### src/rtl/uart_rx_os16.sv
// uart_rx_os16: 8N1 UART receiver, LSB first, 16x oversampling with a
// three-sample majority vote around the middle of every bit.
// Delivers accepted bytes to the RX FIFO push side as a one-cycle strobe and
// flags false starts (silently), framing errors and FIFO overruns.
module uart_rx_os16 #(
   parameter int CLK_FREQ   = 100_000_000,
   parameter int BAUD       = 9600,
   parameter int OVERSAMPLE = 16
) (
   input  logic       clk,
   input  logic       rst,
   input  logic       rx,
   input  logic       rx_full,
   output logic [7:0] rx_data,
   output logic       rx_valid,
   output logic       rx_busy,
   output logic       frame_err,
   output logic       overrun_err
);

   // Clocks per oversampling tick; the bit timing assumes 16 ticks per bit.
   localparam int DIV   = CLK_FREQ / (BAUD * OVERSAMPLE);
   localparam int DIV_W = (DIV > 1) ? $clog2(DIV) : 1;

   localparam logic [2:0] ST_IDLE  = 3'd0;
   localparam logic [2:0] ST_START = 3'd1;
   localparam logic [2:0] ST_DATA  = 3'd2;
   localparam logic [2:0] ST_STOP  = 3'd3;
   localparam logic [2:0] ST_BREAK = 3'd4;

   logic             rx_meta;
   logic             rx_s;
   logic [DIV_W-1:0] div_cnt;
   logic             tick;
   logic [2:0]       state;
   logic [3:0]       scnt;
   logic [2:0]       bit_idx;
   logic [7:0]       shift;
   logic             samp7;
   logic             samp8;
   logic             vote;

   // Two-flop synchroniser; idles high so reset never looks like a start bit.
   always_ff @(posedge clk or negedge rst) begin
      if (!rst) begin
         rx_meta <= 1'b1;
         rx_s    <= 1'b1;
      end else begin
         rx_meta <= rx;
         rx_s    <= rx_meta;
      end
   end

   // Free-running tick divider, deliberately not resynchronised to frames.
   always_ff @(posedge clk or negedge rst) begin
      if (!rst) begin
         div_cnt <= '0;
      end else if (tick) begin
         div_cnt <= '0;
      end else begin
         div_cnt <= div_cnt + 1'b1;
      end
   end

   assign tick = (div_cnt == DIV_W'(DIV - 1));

   // Capture the first two mid-bit samples; the third is rx_s on the scnt=9 tick.
   always_ff @(posedge clk or negedge rst) begin
      if (!rst) begin
         samp7 <= 1'b1;
         samp8 <= 1'b1;
      end else if (tick) begin
         if (scnt == 4'd7) samp7 <= rx_s;
         if (scnt == 4'd8) samp8 <= rx_s;
      end
   end

   assign vote = (samp7 & samp8) | (samp7 & rx_s) | (samp8 & rx_s);

   // Frame state machine, shift register and one-cycle result strobes.
   always_ff @(posedge clk or negedge rst) begin
      if (!rst) begin
         state       <= ST_IDLE;
         scnt        <= 4'd0;
         bit_idx     <= 3'd0;
         shift       <= 8'h00;
         rx_data     <= 8'h00;
         rx_valid    <= 1'b0;
         frame_err   <= 1'b0;
         overrun_err <= 1'b0;
      end else begin
         rx_valid    <= 1'b0;
         frame_err   <= 1'b0;
         overrun_err <= 1'b0;
         if (tick) begin
            case (state)
               ST_IDLE: begin
                  if (!rx_s) begin
                     state <= ST_START;
                     scnt  <= 4'd0;
                  end
               end
               ST_START: begin
                  scnt <= scnt + 4'd1;
                  if (scnt == 4'd9 && vote) begin
                     state <= ST_IDLE;
                     scnt  <= 4'd0;
                  end else if (scnt == 4'd15) begin
                     state   <= ST_DATA;
                     scnt    <= 4'd0;
                     bit_idx <= 3'd0;
                  end
               end
               ST_DATA: begin
                  scnt <= scnt + 4'd1;
                  if (scnt == 4'd9) begin
                     shift <= {vote, shift[7:1]};
                  end
                  if (scnt == 4'd15) begin
                     if (bit_idx == 3'd7) begin
                        state <= ST_STOP;
                     end else begin
                        bit_idx <= bit_idx + 3'd1;
                     end
                  end
               end
               ST_STOP: begin
                  scnt <= scnt + 4'd1;
                  if (scnt == 4'd9) begin
                     scnt <= 4'd0;
                     if (!vote) begin
                        frame_err <= 1'b1;
                        state     <= ST_BREAK;
                     end else if (rx_full) begin
                        overrun_err <= 1'b1;
                        state       <= ST_IDLE;
                     end else begin
                        rx_data  <= shift;
                        rx_valid <= 1'b1;
                        state    <= ST_IDLE;
                     end
                  end
               end
               ST_BREAK: begin
                  if (rx_s) begin
                     state <= ST_IDLE;
                  end
               end
               default: begin
                  state <= ST_IDLE;
                  scnt  <= 4'd0;
               end
            endcase
         end
      end
   end

   assign rx_busy = (state == ST_START) || (state == ST_DATA) || (state == ST_STOP);

endmodule

### config.mk
export PLATFORM = sky130hd
export DESIGN_NAME = uart_rx_os16
export DESIGN_NICKNAME = d
export VERILOG_FILES = /design/src/rtl/uart_rx_os16.sv
export SDC_FILE = /design/constraint.sdc
export NUM_CORES = 1
export LEC_CHECK = 0
export CORE_UTILIZATION = 61
export CTS_BUF_LIST = sky130_fd_sc_hd__clkbuf_4 sky130_fd_sc_hd__clkbuf_8 sky130_fd_sc_hd__clkbuf_16
export DETAILED_ROUTE_END_ITERATION = 10
export GPL_ROUTABILITY_DRIVEN = 1
export PLACE_DENSITY = 0.87
export SYNTH_ARGS = -nofsm -noshare
export SYNTH_HDL_FRONTEND = slang
export SYNTH_SLANG_ARGS = --single-unit
### constraint.sdc
create_clock -name clk -period 5 [get_ports clk]
set_input_delay 1 -clock clk [delete_from_list [all_inputs] [get_ports clk]]
set_output_delay 1 -clock clk [all_outputs]
set_load 0.02 [all_outputs]
==> out/results.ini <==
[status]
run_status=complete, no violations

[worst_setup_path]
r2r-end=shift[0]
endpoint_kind=output pin
slowest_stage=clkdlybuf4s50_1
cp.required_ns=4.00
crit_type=reg2out
cp_cell_sequence=nor2_1 > nor2_1 > clkdlybuf4s50_1
cpMostUsedCell=nor2_1
worst-r2r-setup-slack_ns=2.70
start_kind=register
slowest_delay_ns=0.61
r2r_cells=4
cp_max_fo=11
cp.arrival_ns=1.75
reg2reg_from=div_cnt[2]

[floorplanning]
rows=20
die_h_um=59.89
design.core.area_um2=3128
die_area_um2=3587
fp.dieW_um=59.89
ios=16
initial_core_util_pct=65.36

[hold_path]
hp-start=rx_meta
hold-path-endpoint=rx_s
hold_class=reg2reg
whs_path_depth=0

[grt]
grt_pass1_vias=1317
antenna_found_initial=0
grt_overflow=0
grtUsageTotal_pct=22.97
grt_start_max_net_pins=44
grt_pass1_wl_mm=5.913

[synth]
async_reset_ff_share_pct=100.0
yosys_warnings=0
mappedNetlistNets=190
yosysSeqAreaShare_pct=52.88
synth_ff_type=dfrtp_1
syn_area_per_cell_um2=11.42
ys_types=39
netlist_area_um2=2044
syn_inst=179
synth_edf_count=0
synth_seq_cells=43

[timing]
hold_slack_ns=0.3655
period_needed_ns=2.753
hold_violations=0
fin_skew_ns=0.008227
setup_violations=0
drv_slew=0
period_share_pct=55.06
finalWorstSetupSlack_ns=2.247
fmax_mhz=363.2
slew_headroom_pct=38.84
rsz0062_at_grt=false
worst_pin_slew_ns=0.9174
finalSetupTns_ns=0

[clock_tree]
htreeDepth=2
postCtsHoldBufs=0
cts_root_buffer=clkbuf_4
clock_path_buffers=2
clk_latency_ns=0.36
numCtsBuffers=5
clkSinkCount=43
cts_resized=0
cts_tree=done
post_cts_buffers=0
path_clk_slew_ns=0.13

[drt]
wl_mm=3.507
post_drt_wl_per_cell_um=14.74
drcViolationCount=0
drt_iter0_markers=51
vias=1349
drt_pass1_iterations=4
ant_nets=0
avgViaCountPerCell=5.668

[power_and_ir_drop]
power_frac_clock_pct=38.5
peakVddDrop_v=0.0002115
total_power_mw=0.5854
intPower_mw=0.4582
power_frac_seq_pct=59.8
p_switching_mw=0.1272
leakagePower_nw=1.048
swShare_pct=21.72
comb_power_share_pct=1.7
p_per_area_nw_per_um2=254.8

[finish]
fin_area_um2=2297
drive_above_1_share_pct=19.07
n_antenna_cell=0
final_nets=204
area_growth_pct=12.36

[place]
io_buffer_count=15
gp_congestion=0.8710
postPlaceCellArea_um2=2213
pre_cts_slack_ns=2.412
hpwl_mm=2.511

[run]
maxCapViolCount=0

cells in the mapped netlist (2+ instances only):
| master | number | area (um2) |
|---|---|---|
| a21oi_1 | 2 | 10.01 |
| a31oi_1 | 2 | 12.51 |
| and2_1 | 2 | 12.51 |
| and3_1 | 4 | 25.02 |
| clkbuf_1 | 7 | 26.28 |
| dfrtp_1 | 39 | 975.9 |
| dfstp_2 | 4 | 105.1 |
| ha_1 | 7 | 87.58 |
| inv_1 | 8 | 30.03 |
| mux2_2 | 19 | 214.0 |
| mux2i_1 | 2 | 20.02 |
| nand2_1 | 12 | 45.04 |
| nand2b_1 | 3 | 18.77 |
| nand3_1 | 9 | 45.04 |
| nand4_1 | 3 | 18.77 |
| nand4b_1 | 2 | 17.52 |
| nor2_1 | 13 | 48.80 |
| nor3_1 | 3 | 15.01 |
| nor3b_1 | 3 | 22.52 |
| nor4b_2 | 2 | 30.03 |
| o21ai_0 | 7 | 35.03 |
| xnor2_1 | 4 | 35.03 |
| xor2_1 | 6 | 52.55 |
worst max-delay path, delay by kind of cell, from the launching register on:
family | cells | cell delay [ns]
DFF | 1 | 0.57
and+or+nand+nor | 2 | 0.22
buffers and inverters | 1 | 0.61
stage by stage:
| step | cells | util (%) |
|---|---|---|
| after CTS | 238 | 73.44 |
| after detailed placement | 230 | 70.76 |
| after global placement | 230 | 70.76 |
| final | 238 | 73.44 |
| after floorplan | 179 | - |
| after global routing | 238 | 73.44 |
worst max-delay path by stage:
stage,start,to,depth (start not counted)
floorplan,div_cnt[4],rx_data[0],4
global placement,rx_full,rx_data[5],3
detailed placement,rx_full,rx_data[6],3
CTS,state[1],rx_busy,3
global route,state[1],rx_busy,3
finish,state[0],rx_busy,3
state kept, by name, indices dropped and copies added (netlist names):
name and flops:
bit_idx 3, div_cnt 10, frame_err 1, overrun_err 1
rx_data 8, rx_meta 1, rx_s 1, rx_valid 1
samp7 1, samp8 1, scnt 4, shift 8
state 3
power groups by stage:
stage / clock network [mW] / logic (mW) / registers (mW)
6_report: 0.226 / 0.00980 / 0.350
3_5_place_dp: 0 / 0.0103 / 0.357
4_1_cts: 0.230 / 0.0103 / 0.350
5_1_grt: 0.243 / 0.0115 / 0.350
2_1_floorplan: 0 / 0.000927 / 0.356
3_3_place_gp: 0 / 0.00975 / 0.356
metal layers:
metal / vias to the layer above / track usage [%] / routed length [um]
met2: 26 / 38.57 / 1769
met4: 0 / 10.30 / 56
met5: - / 0 / 0
met3: 4 / 5.844 / 124
li1: 654 / - / -
met1: 665 / 27.77 / 1556
cells in the final DEF (no fill, tap or decap), types with 2 or more instances in the layout:
master	Yosys	final
nand4_1	3	3
a21oi_1	2	2
nor3_1	3	3
clkdlybuf4s50_1	0	14
mux2_2	19	19
dfstp_2	4	4
o21ai_0	7	7
xor2_1	6	6
xnor2_1	4	4
nand4b_1	2	2
inv_1	8	8
clkbuf_4	0	5
dfrtp_1	39	39
nand2b_1	3	3
and3_1	4	4
nand3_1	9	9
nor4b_2	2	2
nand2_1	12	12
nor2_1	13	13
a31oi_1	2	2
ha_1	7	7
mux2i_1	2	2
nor3b_1	3	3
and2_1	2	2
cell type report:
cell class	instances	area [um2]
Clock inverter	3	46.29
Timing Repair Buffer	15	145.1
Multi-Input combinational cell	120	902.1
Tap cell	44	55.05
Fill cell	221	830.8
Sequential cell	43	1081
Inverter	8	30.03
Clock buffer	5	37.54
cell families after synthesis:
| kind of cell | Yosys count | synth area share (%) |
|---|---|---|
| xor+xnor | 10 | 4.284 |
| simple gates | 64 | 18.36 |
| mux | 21 | 11.44 |
| fa+ha+maj | 8 | 4.773 |
| flops | 43 | 52.88 |
| buf+inv | 16 | 2.999 |
| compound gates | 17 | 5.263 |
(Power assumes the default switching activity.)
